File: src/rtl/mul_div_pkg.sv
// Shared definitions for the mul_div HI/LO unit: operation codes, FSM states
// and the log helper used to size the iteration counter.
package mul_div_pkg;

  localparam int unsigned MD_CTRL_WIDTH = 3;

  typedef enum logic [MD_CTRL_WIDTH-1:0] {
    MD_MULT  = 3'd0,
    MD_MULTU = 3'd1,
    MD_DIV   = 3'd2,
    MD_DIVU  = 3'd3,
    MD_MTHI  = 3'd4,
    MD_MTLO  = 3'd5
  } md_op_e;

  typedef enum logic [1:0] {
    ST_IDLE = 2'd0,
    ST_CALC = 2'd1,
    ST_SIGN = 2'd2,
    ST_DONE = 2'd3
  } md_state_e;

  // Ceiling log2, evaluated at elaboration time.
  function automatic int unsigned md_log2(input int unsigned v);
    int unsigned r;
    r = 0;
    for (int unsigned i = 0; i < 32; i++) begin
      if ((32'd1 << i) < v) r = i + 1;
    end
    return r;
  endfunction

endpackage

File: src/rtl/mul_div_iter.sv
// One combinational iteration of the multi-cycle unit: a shift-add multiply
// step or a restoring shift-subtract divide step, selected by mode_i.
module md_iter
  import mul_div_pkg::*;
#(
  parameter int unsigned DATA_WIDTH = 32
) (
  input  logic                  mode_i,     // 0: multiply, 1: divide
  input  logic [DATA_WIDTH-1:0] hi_i,       // product high half / remainder
  input  logic [DATA_WIDTH-1:0] lo_i,       // multiplier bits / dividend-quotient
  input  logic [DATA_WIDTH-1:0] operand_i,  // multiplicand / divisor
  output logic [DATA_WIDTH-1:0] hi_o,
  output logic [DATA_WIDTH-1:0] lo_o
);

  logic [DATA_WIDTH:0] sum;
  logic [DATA_WIDTH:0] shifted;
  logic [DATA_WIDTH:0] diff;

  always_comb begin
    sum     = {1'b0, hi_i} + (lo_i[0] ? {1'b0, operand_i} : '0);
    shifted = {hi_i, lo_i[DATA_WIDTH-1]};
    diff    = shifted - {1'b0, operand_i};
    hi_o    = '0;
    lo_o    = '0;
    if (!mode_i) begin
      hi_o = sum[DATA_WIDTH:1];
      lo_o = {sum[0], lo_i[DATA_WIDTH-1:1]};
    end else begin
      // Partial remainder never exceeds the divisor, so W bits hold it
      // whichever branch is taken.
      hi_o = diff[DATA_WIDTH] ? shifted[DATA_WIDTH-1:0] : diff[DATA_WIDTH-1:0];
      lo_o = {lo_i[DATA_WIDTH-2:0], ~diff[DATA_WIDTH]};
    end
  end

endmodule

File: src/rtl/mul_div.sv
// Multi-cycle MIPS multiply/divide unit with architectural HI/LO registers.
// Define MUL_DIV_FAST_MUL_EN for single-cycle MULT/MULTU.
module mul_div
  import mul_div_pkg::*;
#(
  parameter int unsigned DATA_WIDTH = 32
) (
  input  logic                     i_clk,
  input  logic                     i_rst,
  input  logic                     i_start,
  input  logic [MD_CTRL_WIDTH-1:0] i_operation,
  input  logic [DATA_WIDTH-1:0]    i_data_a,
  input  logic [DATA_WIDTH-1:0]    i_data_b,
  output logic                     o_busy,
  output logic                     o_done,
  output logic [DATA_WIDTH-1:0]    o_hi,
  output logic [DATA_WIDTH-1:0]    o_lo
);

  localparam int unsigned CNT_W = md_log2(DATA_WIDTH) + 1;
  localparam logic [CNT_W-1:0] LAST_ITER = CNT_W'(DATA_WIDTH - 1);

  md_state_e             state_q;
  logic [CNT_W-1:0]      cnt_q;
  logic                  div_q;
  logic                  neg_q;
  logic                  neg_rem_q;
  logic                  dzero_q;
  logic [DATA_WIDTH-1:0] a_raw_q;
  logic [DATA_WIDTH-1:0] opnd_q;
  logic [DATA_WIDTH-1:0] acc_hi_q;
  logic [DATA_WIDTH-1:0] acc_lo_q;
  logic [DATA_WIDTH-1:0] hi_q;
  logic [DATA_WIDTH-1:0] lo_q;
  logic                  busy_q;
  logic                  done_q;

  logic                  can_accept;
  logic                  is_mul;
  logic                  is_div;
  logic                  is_signed;
  logic                  a_neg;
  logic                  b_neg;
  logic [DATA_WIDTH-1:0] a_mag;
  logic [DATA_WIDTH-1:0] b_mag;
  logic                  launch;
  logic [DATA_WIDTH-1:0] iter_hi;
  logic [DATA_WIDTH-1:0] iter_lo;
  logic [2*DATA_WIDTH-1:0] prod_fix;
  logic [DATA_WIDTH-1:0] fix_hi_d;
  logic [DATA_WIDTH-1:0] fix_lo_d;

  md_iter #(.DATA_WIDTH(DATA_WIDTH)) u_iter (
    .mode_i    (div_q),
    .hi_i      (acc_hi_q),
    .lo_i      (acc_lo_q),
    .operand_i (opnd_q),
    .hi_o      (iter_hi),
    .lo_o      (iter_lo)
  );

  always_comb begin
    can_accept = (state_q == ST_IDLE) || (state_q == ST_DONE);
    is_mul     = (i_operation == MD_MULT) || (i_operation == MD_MULTU);
    is_div     = (i_operation == MD_DIV)  || (i_operation == MD_DIVU);
    is_signed  = (i_operation == MD_MULT) || (i_operation == MD_DIV);
    a_neg      = is_signed && i_data_a[DATA_WIDTH-1];
    b_neg      = is_signed && i_data_b[DATA_WIDTH-1];
    a_mag      = a_neg ? ('0 - i_data_a) : i_data_a;
    b_mag      = b_neg ? ('0 - i_data_b) : i_data_b;
`ifdef MUL_DIV_FAST_MUL_EN
    launch     = i_start && can_accept && is_div;
`else
    launch     = i_start && can_accept && (is_div || is_mul);
`endif
  end

`ifdef MUL_DIV_FAST_MUL_EN
  logic [2*DATA_WIDTH-1:0] fast_a;
  logic [2*DATA_WIDTH-1:0] fast_b;
  logic [2*DATA_WIDTH-1:0] fast_prod;

  // Sign-extending to 2W makes the truncated unsigned product equal the
  // signed product, so one multiplier serves MULT and MULTU.
  always_comb begin
    fast_a    = {{DATA_WIDTH{is_signed && i_data_a[DATA_WIDTH-1]}}, i_data_a};
    fast_b    = {{DATA_WIDTH{is_signed && i_data_b[DATA_WIDTH-1]}}, i_data_b};
    fast_prod = fast_a * fast_b;
  end
`endif

  always_comb begin
    prod_fix = {acc_hi_q, acc_lo_q};
    if (neg_q) prod_fix = '0 - prod_fix;
    fix_hi_d = prod_fix[2*DATA_WIDTH-1:DATA_WIDTH];
    fix_lo_d = prod_fix[DATA_WIDTH-1:0];
    if (div_q) begin
      fix_lo_d = neg_q     ? ('0 - acc_lo_q) : acc_lo_q;
      fix_hi_d = neg_rem_q ? ('0 - acc_hi_q) : acc_hi_q;
      if (dzero_q) begin
        fix_lo_d = '1;
        fix_hi_d = a_raw_q;
      end
    end
  end

  always_ff @(posedge i_clk) begin
    if (i_rst) begin
      state_q   <= ST_IDLE;
      cnt_q     <= '0;
      div_q     <= 1'b0;
      neg_q     <= 1'b0;
      neg_rem_q <= 1'b0;
      dzero_q   <= 1'b0;
      a_raw_q   <= '0;
      opnd_q    <= '0;
      acc_hi_q  <= '0;
      acc_lo_q  <= '0;
      hi_q      <= '0;
      lo_q      <= '0;
      busy_q    <= 1'b0;
      done_q    <= 1'b0;
    end else begin
      case (state_q)
        ST_IDLE, ST_DONE: begin
          state_q <= ST_IDLE;
          busy_q  <= 1'b0;
          done_q  <= 1'b0;
          if (i_start) begin
            case (i_operation)
              MD_MTHI: hi_q <= i_data_a;
              MD_MTLO: lo_q <= i_data_a;
`ifdef MUL_DIV_FAST_MUL_EN
              MD_MULT, MD_MULTU: begin
                hi_q   <= fast_prod[2*DATA_WIDTH-1:DATA_WIDTH];
                lo_q   <= fast_prod[DATA_WIDTH-1:0];
                done_q <= 1'b1;
              end
`endif
              default: ;
            endcase
          end
          if (launch) begin
            state_q   <= ST_CALC;
            busy_q    <= 1'b1;
            cnt_q     <= '0;
            div_q     <= is_div;
            neg_q     <= a_neg ^ b_neg;
            neg_rem_q <= a_neg;
            dzero_q   <= is_div && (i_data_b == '0);
            a_raw_q   <= i_data_a;
            acc_hi_q  <= '0;
            acc_lo_q  <= is_div ? a_mag : b_mag;
            opnd_q    <= is_div ? b_mag : a_mag;
          end
        end
        ST_CALC: begin
          acc_hi_q <= iter_hi;
          acc_lo_q <= iter_lo;
          cnt_q    <= cnt_q + CNT_W'(1);
          if (cnt_q == LAST_ITER) state_q <= ST_SIGN;
        end
        ST_SIGN: begin
          hi_q    <= fix_hi_d;
          lo_q    <= fix_lo_d;
          busy_q  <= 1'b0;
          done_q  <= 1'b1;
          state_q <= ST_DONE;
        end
        default: state_q <= ST_IDLE;
      endcase
    end
  end

  assign o_busy = busy_q;
  assign o_done = done_q;
  assign o_hi   = hi_q;
  assign o_lo   = lo_q;

endmodule
File: config.mk
export PLATFORM = sky130hd
export DESIGN_NAME = mul_div
export DESIGN_NICKNAME = d
export VERILOG_FILES = /design/src/rtl/mul_div_pkg.sv /design/src/rtl/mul_div_iter.sv /design/src/rtl/mul_div.sv
export SDC_FILE = /design/constraint.sdc
export NUM_CORES = 1
export LEC_CHECK = 0
export CORE_ASPECT_RATIO = 1.5
export CORE_MARGIN = 3
export CORE_UTILIZATION = 41
export DETAILED_ROUTE_END_ITERATION = 7
export DONT_BUFFER_PORTS = 1
export HOLD_SLACK_MARGIN = 0.12
export PLACE_DENSITY = 0.63
export SYNTH_ARGS = -nofsm -noshare
export SYNTH_HDL_FRONTEND = slang
export SYNTH_SLANG_ARGS = --single-unit
File: constraint.sdc
create_clock -name i_clk -period 4.7 [get_ports i_clk]
set_input_delay 0.705 -clock i_clk [delete_from_list [all_inputs] [get_ports i_clk]]
set_output_delay 0.705 -clock i_clk [all_outputs]
set_load 0.01 [all_outputs]
# Word-level counts from Yosys, hierarchy flattened

Cells that the tools add are included.
Widths: inputs -> output; s select.

Add/subtract/negate cells: 8
Equality and inequality tests: 14
Multiplexer cells: 33
Bitwise gates (word level): 2
Reduce and logical (&&, ||, !) cells: 20

Operator list:

| cell                  | count |
|---|---|
| $mux 32               | 20 |
| $pmux 32 s2           | 4 |
| $sub 1x32->32 const A | 4 |
| $mux 64               | 1 |
| $sub 1x64->64 const A | 1 |
| $add 32x33->33        | 1 |
| $sub 33x32->33        | 1 |
| $logic_not 32->1      | 1 |
| $pmux 6 s2            | 1 |
| $add 6x1->6 const B   | 1 |
| $eq 3x2->1 const B    | 2 |
| $eq 3x3->1 const B    | 2 |
| $eq 6x5->1 const B    | 1 |
| $mux 6                | 1 |
| $ne 2x2->1 const B    | 3 |
| $pmux 2 s3            | 1 |
| $reduce_and 3->1      | 2 |
| $logic_and 1x1->1     | 5 |
| $logic_or 1x1->1      | 5 |
| $eq 2x2->1 const B    | 2 |
| $ne 2x1->1 const B    | 2 |
| $pmux 1 s2            | 2 |
| $reduce_and 2->1      | 2 |
| $reduce_bool 2->1     | 2 |
| 9 further kinds       | 10 |

Flip-flop bits (word level): 206
Input port bits: 70
Output and inout bits: 66

# Longest topological paths before layout

Gate-level depths: netlist (run 1).

Word-level depth: 7
Mapped depth: 14
Mapped depth without buffers: 13

# Hierarchy

A second synthesis (run 1) with hierarchy kept.

Cells, all modules: 2499
Area, all modules: 17880.9 um^2

Modules (own cells, without submodules):

| module  | times used | cells an instance | area an instance (um^2) |
|---|---|---|---|
| mul_div | 1          | 1816              | 13171.4 |
| md_iter | 1          | 683               | 4709.5 |

# Worst setup path after synthesis (run 1)

OpenSTA, ideal clock, no wires.

Path type: reg2reg
Start point: register acc_lo_q[0]
End point: register acc_hi_q[25]
Setup time: 0.074 ns
Arrival: 3.330 ns
Required time: 4.626 ns
Path slack: 1.296 ns
Stages on the path, launching flop included: 14
Clock period less this slack: 3.404 ns
Cells stage by stage: dfxtp_1 inv_1 clkbuf_1 nor2_1 ha_1 o21a_1 o31a_1 o41ai_1 o21ai_0 a21oi_1 nor3_1 mux2_2 a311o_1 a31oi_1

Word-level cells in the longest chain between the ends: 4

RTL lines:

| element                | line               | source |
|---|---|---|
| from (decl)            | mul_div.sv:32      | `logic [DATA_WIDTH-1:0] acc_lo_q;` |
| from (signal assigned) | mul_div.sv:153     | `acc_lo_q <= is_div ? a_mag : b_mag;` |
| from (signal assigned) | mul_div.sv:159     | `acc_lo_q <= iter_lo;` |
| $mux 32                | mul_div_iter.sv:21 | `sum = {1'b0, hi_i} + (lo_i[0] ? {1'b0, operand_i} : '0);` |
| $add 32x33->33         | mul_div_iter.sv:21 |  |
| $mux 32                | mul_div_iter.sv:26 | `if (!mode_i) begin` |
| $pmux 32 s2            | mul_div.sv:124     | `case (state_q)` |
| to (signal assigned)   | mul_div.sv:158     | `acc_hi_q <= iter_hi;` |
| to (decl)              | mul_div.sv:31      | `logic [DATA_WIDTH-1:0] acc_hi_q;` |

No other way between the ends.
A chain may end at the register's enable or synchronous reset.

# Final worst setup path (run 1)

Start point: register acc_hi_q[0]
End point: register acc_hi_q[11]

Word-level cells in the longest chain between the ends: 4
Elaborated cells on any way between the ends: 5
Those cells by class: 2 x add/sub; 3 x mux

RTL lines:

| element         | line               | source |
|---|---|---|
| $sub 33x32->33  | mul_div_iter.sv:23 | `diff = shifted - {1'b0, operand_i};` |
| $mux 32         | mul_div_iter.sv:32 | `hi_o = diff[DATA_WIDTH] ? shifted[DATA_WIDTH-1:0] : diff[DATA_WIDTH-1:0];` |
| $mux 32 (*)     | mul_div_iter.sv:26 |  |
| $pmux 32 s2 (*) | mul_div.sv:124     |  |

Mark *: on every way between the ends. The rest lies on a longest branch, timed or not.

==> results.sh, run 1 <==
export IMPL_post_route_drc_count=0
export IMPL_cts_buffers=24
export IMPL_grt_pass1_wl_um=113000
export IMPL_clkLatencyLatePin_ns=0.58
export IMPL_synth_warnings=0
export IMPL_fp_dieH_um=254
export IMPL_syn_to_final_growth_pct=8.06
export IMPL_crit_slowest_cell="dfxtp_1"
export IMPL_antenna_found_initial=2
export IMPL_ys_seq_elements=206
export IMPL_fp_row_count=90
export IMPL_clock_sinks=206
export IMPL_portBuffers=0
export IMPL_synth_area_mm2=0.0168
export IMPL_async_flop_share=0
export IMPL_globalplace_congestion=1.02
export IMPL_multi_input_area_mm2=0.0118
export IMPL_path_cells="inv_1 > fa_1 > nand2b_1 > a21o_1 > a21oi_1 > a31oi_1 > o211ai_1 > xor2_4 > buf_4 > mux2i_1 > nor2_1 > a221o_1"
export IMPL_min_period_over_period=0.836
export IMPL_dp_final_hpwl_um=58600
export IMPL_synthCells=2334
export IMPL_cts_max_level=1
export IMPL_start_util=0.417
export IMPL_synth_avg_cell_area_um2=7.20
export IMPL_dieArea_mm2=0.0435
export IMPL_wl_per_cell_um=27.8
export IMPL_first_iter_violations=2015
export IMPL_setup_viol=0
export IMPL_fin_crit_ns=3.93
export IMPL_final_util=0.450
export IMPL_overflow=0
export IMPL_postLayoutCellArea_mm2=0.0182
export IMPL_synth_nets=2478
export IMPL_clock_path_buffers=3
export IMPL_post_place_cells=2733
export IMPL_worst_path_max_fanout=14
export IMPL_grt_max_degree=170
export IMPL_io_pins=136
export IMPL_hold_violations=0
export IMPL_status="finished clean"
export IMPL_worst_hold_slack_ns=0.266
export IMPL_end_kind="register"
export IMPL_cts_resized=0
export IMPL_synth_edff_count=0
export IMPL_fin_setup_tns_ns=0
export IMPL_nets=2397
export IMPL_maxSlewViolCount=0
export IMPL_drt_pass1_iterations=8
export IMPL_powerDensity_mw_per_mm2=438
export IMPL_fp_dieW_um=171
export IMPL_clockRootBuffer="clkbuf_16"
export IMPL_crit_required_ns=5.12
export IMPL_yosysTopAreaCell="dfxtp_1"
export IMPL_p_total_mw=7.95
export IMPL_synth_seq_area_share=0.245
export IMPL_ir_drop_mv=0.297
export IMPL_rsz0062_at_grt="no"
export IMPL_yosys_most_used_dff="dfxtp_1"
export IMPL_grt_usage=0.344
export IMPL_placed_area_mm2=0.0173
export IMPL_postCtsSetupRepairBufs=0
export IMPL_dp_slack_ns=0.720
export IMPL_clk_pin_slew_ns=0.06
export IMPL_cts_tree="done"
export IMPL_vias=18400
export IMPL_critical_path_startpoint_type="register"
export IMPL_cap_violations=0
export IMPL_cp_slowest_stage_delay_ns=0.56
export IMPL_cts_hold_buffers_added=0
export IMPL_tightest_slew_ns=1.03
export IMPL_drive_above_1_share=0.0766
export IMPL_ant_nets=0
export IMPL_fin_skew_ns=0.0457
export IMPL_synth_common_cells="275 x nand2_1, 258 x nor2_1, 237 x a21oi_1"
export IMPL_routed_via_density=6.62
export IMPL_worstSetupPathType="register to register"
export IMPL_seqCellArea_mm2=0.00413
export IMPL_setup_ws_ns=0.769
export IMPL_synth_top_cells_by_area="dfxtp_1 25%, a21oi_1 7.1%, nand2_1 6.1%"
export IMPL_grt_pass1_vias=17700
export IMPL_fillers=4169
export IMPL_arrival_ns=4.36
export IMPL_fin_cells=2779
export IMPL_yosysTopAreaCellShare=0.245
export IMPL_wirelength_um=77200
export IMPL_fmax_mhz=254
export IMPL_yosysMostFrequentCell="nand2_1"
export IMPL_leakage_nw=6.79
export IMPL_synth_cell_types=78
export IMPL_core_mm2=0.0403
export IMPL_slew_headroom=0.301
export IMPL_hold_path_class="primary input to register"
## critical path, delay by kind of cell (launching register included)
kind	cells	cell delay, ns
fa+ha+maj	1	0.44
flops	1	0.56
compound gates	5	1.46
simple gates	2	0.26
mux	1	0.21
buf+inv	2	0.49
xor+xnor	1	0.40
## layout by cell type, fill, tap and decap left out, types with 17 or more instances in the layout
cell and n:
dfxtp_1 204, nor2_1 255, mux2_2 19, o21ai_0 165, nand2b_1 22, inv_1 72
or3_1 24, nor3_1 63, nand4_1 22, a222oi_1 17, o221ai_1 39, nand3_1 39
a221oi_1 20, or4_1 20, o211ai_1 23, nand2_1 275, a31oi_1 23, o31ai_1 27
xnor2_1 97, a22oi_1 21, xor2_1 73, mux2i_1 43, ha_1 70, or2_2 19
a21oi_1 236, buf_4 66, a21o_1 30, a211oi_1 46, clkbuf_16 24
## state kept, by name, summed over array words and instances (netlist names)
register,count
div_q,1
acc_hi_q,32
acc_lo_q,32
o_hi,32
opnd_q,32
o_busy,1
dzero_q,1
o_done,1
cnt_q,6
a_raw_q,32
state_q,2
o_lo,32
neg_q,1
neg_rem_q,1
## kinds of logic after synthesis
logic type | Yosys count | share of synthesized area
buf+inv | 246 | 0.0558
flops | 206 | 0.245
simple gates | 812 | 0.222
fa+ha+maj | 74 | 0.0560
xor+xnor | 171 | 0.0891
mux | 62 | 0.0383
compound gates | 763 | 0.294
## cell type report
class                      count  share of cell area
timing repair buffer          66              0.0273
clock buffer                  32              0.0369
sequential                   206               0.227
tap                          506              0.0349
multi-input combinational   1882               0.649
clock inverter                12             0.00875
antenna                        2            0.000276
inverter                      73              0.0151
## metal layers
metal / GRT usage / up-vias / wire [um]
met5: 0 / - / 0
met2: 0.581 / 1074 / 36600
met1: 0.377 / 8640 / 27000
met4: 0.269 / 0 / 7600
met3: 0.0640 / 353 / 5960
li1: - / 8340 / -
## worst paths after layout
check	slack (ns)	end	start	depth (start not counted)
setup / recovery	0.77	acc_hi_q[11]	acc_hi_q[0]	12
hold / removal	0.27	a_raw_q[29]	i_data_a[29]	2
setup reg to reg	0.77	acc_hi_q[11]	acc_hi_q[0]	12
hold reg to reg	0.45	opnd_q[23]	opnd_q[23]	2
## power by group
group | leakage, nW | total [mW] | switching (mW) | internal (mW)
Sequential | 1.68 | 2.42 | 0.402 | 2.02
Combinational | 4.71 | 3.50 | 2.32 | 1.18
Clock | 0.403 | 2.03 | 0.858 | 1.17
Power figures use the tool's default switching activity.
==> run 2: changes to the inputs <==
PLACE_DENSITY = 0.65   (was 0.63)
clock period = 3.21 ns   (was 4.7 ns; I/O delays follow)
==> run 2 against run 1 <==
Via count is 10% higher. Die area stayed put. Final cell count is 13% higher. Count of clock-buffer cells in the layout is 3 lower. Hold slack worse by 0.11 ns. Power is 67% higher. Routed wire length is 10% higher. Clock skew is 0.022 ns lower. Design area is 20% higher. Maximum frequency is 23% higher.
==> results.sh, run 2 (synthesis gave the netlist of run 1 again) <==
export IMPL_status="finished clean"
export IMPL_cp_buffers_inverters=0
export IMPL_ir_drop_mv=0.565
export IMPL_min_period_over_period=0.998
export IMPL_ant_nets=0
export IMPL_power_frac_seq=0.257
export IMPL_worst_hold_slack_ns=0.153
export IMPL_clk_pin_slew_ns=0.06
export IMPL_cts_max_level=1
export IMPL_pwr_share_clk=0.228
export IMPL_grt_pass1_wl_um=125000
export IMPL_post_route_drc_count=0
export IMPL_portBuffers=0
export IMPL_worst_path_max_fanout=3
export IMPL_cp_top_family="simple AND/OR/NAND/NOR gates"
export IMPL_drive_above_1_share=0.206
export IMPL_fin_cells=3145
export IMPL_cp_slowest_stage_delay_ns=0.54
export IMPL_path_cells="or4_4 > or3_4 > or3_4 > or4b_4 > nand2b_4 > o31ai_4 > xor2_1 > o221a_2 > a2111oi_4"
export IMPL_globalplace_congestion=1.06
export IMPL_clock_path_buffers=3
export IMPL_leakage_nw=8.87
export IMPL_end_kind="register"
export IMPL_switching_share=0.432
export IMPL_vias=20300
export IMPL_fp_dieW_um=171
export IMPL_fin_skew_ns=0.0239
export IMPL_crit_slowest_cell="or4_4"
export IMPL_rsz0062_at_grt="yes"
export IMPL_powerDensity_mw_per_mm2=607
export IMPL_tightest_slew_ns=1.07
export IMPL_cap_violations=0
export IMPL_post_place_cells=2995
export IMPL_final_common_cell="buf_4"
export IMPL_fin_crit_ns=3.20
export IMPL_overflow=0
export IMPL_fillers=3866
export IMPL_start_util=0.417
export IMPL_routed_via_density=6.44
export IMPL_setup_viol=0
export IMPL_drt_pass1_iterations=6
export IMPL_maxSlewViolCount=0
export IMPL_hold_path_class="primary input to register"
export IMPL_dp_final_hpwl_um=62700
export IMPL_antenna_cells=0
export IMPL_final_cell_mix="325 x buf_4, 275 x nand2_1, 252 x nor2_1"
export IMPL_worstSetupPathType="register to register"
export IMPL_hold_violations=0
export IMPL_grt_max_degree=98
export IMPL_setup_ws_ns=0.00651
export IMPL_final_util=0.543
export IMPL_io_pins=136
export IMPL_first_iter_violations=2073
export IMPL_clkLatencyLatePin_ns=0.56
export IMPL_p_comb_frac=0.515
export IMPL_core_mm2=0.0403
export IMPL_grt_usage=0.379
export IMPL_power_internal_mw=7.54
export IMPL_dp_slack_ns=-0.212
export IMPL_fmax_mhz=312
export IMPL_antenna_found_initial=1
export IMPL_fin_setup_tns_ns=0
export IMPL_arrival_ns=3.66
export IMPL_wirelength_um=85000
export IMPL_fp_dieH_um=254
export IMPL_clockRootBuffer="clkbuf_16"
export IMPL_fp_row_count=90
export IMPL_p_sw_mw=5.73
export IMPL_critical_path_startpoint_type="register"
export IMPL_postLayoutCellArea_mm2=0.0219
export IMPL_cts_buffers=24
export IMPL_slew_headroom=0.282
export IMPL_nets=2765
export IMPL_syn_to_final_growth_pct=30.2
export IMPL_wl_per_cell_um=27.0
export IMPL_crit_required_ns=3.67
export IMPL_cts_tree="done"
export IMPL_dieArea_mm2=0.0435
export IMPL_grt_pass1_vias=19900
export IMPL_seqCellArea_mm2=0.00416
export IMPL_clock_sinks=206
export IMPL_p_total_mw=13.3
export IMPL_cp_common_cell="or3_4"
export IMPL_placed_area_mm2=0.0194
export IMPL_multi_input_area_mm2=0.0122
-- run 2: cell type report --
class,instances,share of cell area
Timing Repair Buffer,434,0.170
Multi-Input combinational cell,1882,0.560
Tap cell,506,0.0289
Clock buffer,29,0.0297
Clock inverter,15,0.00875
Sequential cell,206,0.190
Inverter,73,0.0125
-- run 2: per-layer routing --
layer | routed length, um | GRT usage | vias to the layer above
met1 | 29600 | 0.414 | 9677
met4 | 8270 | 0.283 | 2
li1 | - | - | 9071
met5 | 12 | 0 | -
met2 | 40800 | 0.649 | 1122
met3 | 6300 | 0.0660 | 388
-- run 2: what timing repair did --
action                     CTS  global route
setup endpoints to repair   25            61
hold buffers                90             0
pin swaps                    2            26
resized for setup           22           111
hold endpoints to repair   162             0
buffers inserted             0            12
cloned                       1             3
-- run 2: power groups by stage --
stage	registers, mW	clock network (mW)	logic [mW]
after floorplan	3.32	0	3.50
after global placement	3.44	0	5.77
after detailed placement	3.44	0	5.81
after CTS	3.39	3.05	6.18
after global routing	3.44	3.14	7.20
final	3.42	3.03	6.83
-- run 2: worst paths after layout --
check	from	end	slack, ns	depth (start not counted)
max reg2reg	acc_lo_q[27]	o_hi[28]	0.007	9
min	i_data_a[13]	o_hi[13]	0.15	2
max	acc_lo_q[27]	o_hi[28]	0.007	9
min reg2reg	opnd_q[23]	opnd_q[23]	0.46	2
-- run 2: worst register-to-register path: stages, from the launching register on --
cell and delay, ns:
dfxtp_2 0.32, or4_4 0.54, or3_4 0.35, or3_4 0.41
or4b_4 0.52, nand2b_4 0.17, o31ai_4 0.17, xor2_1 0.09
o221a_2 0.28, a2111oi_4 0.26
==> run 3: changes to the inputs <==
ABC_AREA = 1   (was default)
RECOVER_POWER = 100   (was default)
SLEW_MARGIN = 20   (was default)
==> run 3 against run 2 <==
Die area grew 23%. Via count grew 23%. Critical path type is now primary input to register. Design area grew 2.9%. Power grew 2.1%. Final cell count grew 42%. Maximum frequency grew 5.4%. Highest routed layer is now met4. Flip-flop and latch count is the same. Critical endpoint is now opnd_q[16].
==> results.sh, run 3 <==
export IMPL_synth_edff_count=0
export IMPL_final_common_cell="nand2_1"
export IMPL_setup_viol=0
export IMPL_crit_slowest_cell="dlygate4sd3_1"
export IMPL_overflow=0
export IMPL_rsz0062_at_grt="no"
export IMPL_hold_violations=0
export IMPL_synth_top_cells_by_area="nand2_1 21%, dfxtp_1 20%, inv_1 10%"
export IMPL_yosys_most_used_dff="dfxtp_1"
export IMPL_status="finished clean"
export IMPL_grt_pass1_wl_um=147000
export IMPL_fin_setup_tns_ns=0
export IMPL_worst_path_max_fanout=4
export IMPL_fin_skew_ns=0.0289
export IMPL_synth_avg_cell_area_um2=5.42
export IMPL_synth_warnings=0
export IMPL_post_route_drc_count=0
export IMPL_synth_area_mm2=0.0208
export IMPL_drive_above_1_share=0.0477
export IMPL_dieArea_mm2=0.0535
export IMPL_synthCells=3839
export IMPL_slew_headroom=0.145
export IMPL_dp_final_hpwl_um=82000
export IMPL_hold_depth=2
export IMPL_antenna_found_initial=1
export IMPL_io_pins=136
export IMPL_cap_violations=0
export IMPL_worst_r2r_path_depth=8
export IMPL_cts_tree="done"
export IMPL_routed_via_density=5.58
export IMPL_cts_buffers=23
export IMPL_yosysMostFrequentCell="nand2_1"
export IMPL_clk_pin_slew_ns=0.06
export IMPL_worst_hold_path_endpoint="opnd_q[0]"
export IMPL_grt_max_degree=93
export IMPL_globalplace_congestion=1.12
export IMPL_cts_max_level=1
export IMPL_synth_seq_area_share=0.198
export IMPL_vias=25000
export IMPL_clkLatencyLatePin_ns=0.56
export IMPL_start_util=0.417
export IMPL_cts_resized=0
export IMPL_final_cell_mix="1164 x nand2_1, 575 x inv_1, 423 x nor2_1"
export IMPL_grt_pass1_vias=23800
export IMPL_end_kind="register"
export IMPL_fp_dieW_um=190
export IMPL_synth_nets=3983
export IMPL_tightest_slew_ns=1.28
export IMPL_worstSetupPathType="primary input to register"
export IMPL_arrival_ns=3.48
export IMPL_hold_path_class="primary input to register"
export IMPL_fillers=5632
export IMPL_ys_seq_elements=206
export IMPL_min_period_over_period=0.947
export IMPL_yosysTopAreaCell="nand2_1"
export IMPL_powerDensity_mw_per_mm2=602
export IMPL_syn_to_final_growth_pct=8.28
export IMPL_fp_row_count=100
export IMPL_core_mm2=0.0499
export IMPL_yosysTopAreaCellShare=0.210
export IMPL_postLayoutCellArea_mm2=0.0225
export IMPL_clock_path_buffers=3
export IMPL_clock_sinks=206
export IMPL_nets=3942
export IMPL_cp_slowest_stage_delay_ns=0.72
export IMPL_synth_cell_types=53
export IMPL_grt_usage=0.368
export IMPL_clockRootBuffer="clkbuf_16"
export IMPL_crit_required_ns=3.65
export IMPL_path_cells="dlygate4sd3_1 > inv_1 > ha_1 > nand3_1 > nor2_1 > nand2_1 > xor2_1 > nand2_1 > o21ai_0 > nand2_1 > o21ai_0 > o21ai_0 > inv_1"
export IMPL_wl_per_cell_um=22.6
export IMPL_leakage_nw=11.9
export IMPL_ir_drop_mv=0.491
export IMPL_first_iter_violations=2451
export IMPL_drt_pass1_iterations=6
export IMPL_rr_endpoint="opnd_q[16]"
export IMPL_rrSetupSlack_ns=0.27
export IMPL_critical_path_startpoint_type="primary input"
export IMPL_fin_crit_ns=3.04
export IMPL_ant_nets=0
export IMPL_wirelength_um=101000
export IMPL_async_flop_share=0
export IMPL_maxSlewViolCount=0
export IMPL_portBuffers=0
export IMPL_hold_path_startpoint="i_data_b[0]"
export IMPL_synth_common_cells="1162 x nand2_1, 574 x inv_1, 422 x nor2_1"
export IMPL_fp_dieH_um=282
export IMPL_fmax_mhz=329
export IMPL_placed_area_mm2=0.0217
export IMPL_r2r_start="state_q[0]"
run 3: cell count changes after synthesis, sizes merged, moves of 78 or more:
cell,previous run,this run
inv,72,588
nand2,275,1176
nand3,39,313
nor2,258,435
xnor2,97,19
o21ai,168,314
run 3: area by class of cell:
type | instances | area (um^2) | share of cell area
timing repair buffer | 92 | 721 | 0.0320
antenna | 3 | 7.51 | 0.000333
inverter | 591 | 2220 | 0.0986
clock inverter | 15 | 208 | 0.00922
tap | 663 | 830 | 0.0368
clock buffer | 26 | 607 | 0.0269
sequential | 206 | 4130 | 0.183
multi-input combinational | 2884 | 13800 | 0.613
run 3: power by group:
| part | internal [mW] | switching [mW] | total, mW |
|---|---|---|---|
| combinational | 1.91 | 5.13 | 7.04 |
| sequential | 3.01 | 0.571 | 3.59 |
| clock | 1.70 | 1.23 | 2.93 |
run 3: cell families after synthesis:
kind of cell / Yosys count / synth area share
simple gates: 2034 / 0.404
xor+xnor: 86 / 0.0362
flops: 206 / 0.198
fa+ha+maj: 74 / 0.0452
buf+inv: 749 / 0.139
compound gates: 690 / 0.178
run 3: routing by layer:
| metal | track usage | vias to the layer above | part of all wire |
|---|---|---|---|
| met4 | 0.351 | 0 | 0.12 |
| met3 | 0.0542 | 372 | 0.071 |
| met1 | 0.384 | 11300 | 0.34 |
| met5 | 0 | - | 0 |
| met2 | 0.627 | 1182 | 0.46 |
| li1 | - | 12100 | - |
run 3: worst max-delay path by stage:
stage	startpoint	to	slack, ns	cells past startpoint
2_1_floorplan	acc_lo_q[0]	acc_hi_q[27]	0.73	19
5_1_grt	acc_hi_q[0]	acc_hi_q[30]	0.06	17
3_3_place_gp	i_data_a[1]	opnd_q[16]	0.42	12
6_report	i_data_a[0]	opnd_q[16]	0.17	13
4_1_cts	acc_hi_q[0]	acc_hi_q[15]	0.40	17
3_5_place_dp	i_data_a[1]	opnd_q[16]	0.44	12
run 3: through the flow:
step / setup WS, ns / power [mW] / hold slack [ns] / cells / util
global route: 0.0551 / 14.3 / 0.143 / 4478 / 0.451
finish: 0.170 / 13.6 / 0.147 / 4480 / 0.451
CTS: 0.398 / 13.4 / 0.132 / 4477 / 0.452
global placement: 0.421 / 10.5 / 0.473 / 4431 / 0.434
detailed placement: 0.440 / 10.5 / 0.476 / 4431 / 0.434
floorplan: 0.727 / 8.05 / 0.459 / 3839 / -
run 3: worst max-delay path, delay by kind of cell:
kind                       cells  cell delay [ns]
and+or+nand+nor                5             0.87
AOI/OAI and AO/OA              3             0.76
buffers and inverters          3             0.99
xor gates and xnor gates       1             0.15
adders and majority gates      1             0.22
run 3: what timing repair did:
action	CTS	global route
setup buffers	0	0
endpoints found under the setup margin	0	0
hold buffers	5	0
endpoints found under the hold margin	56	0
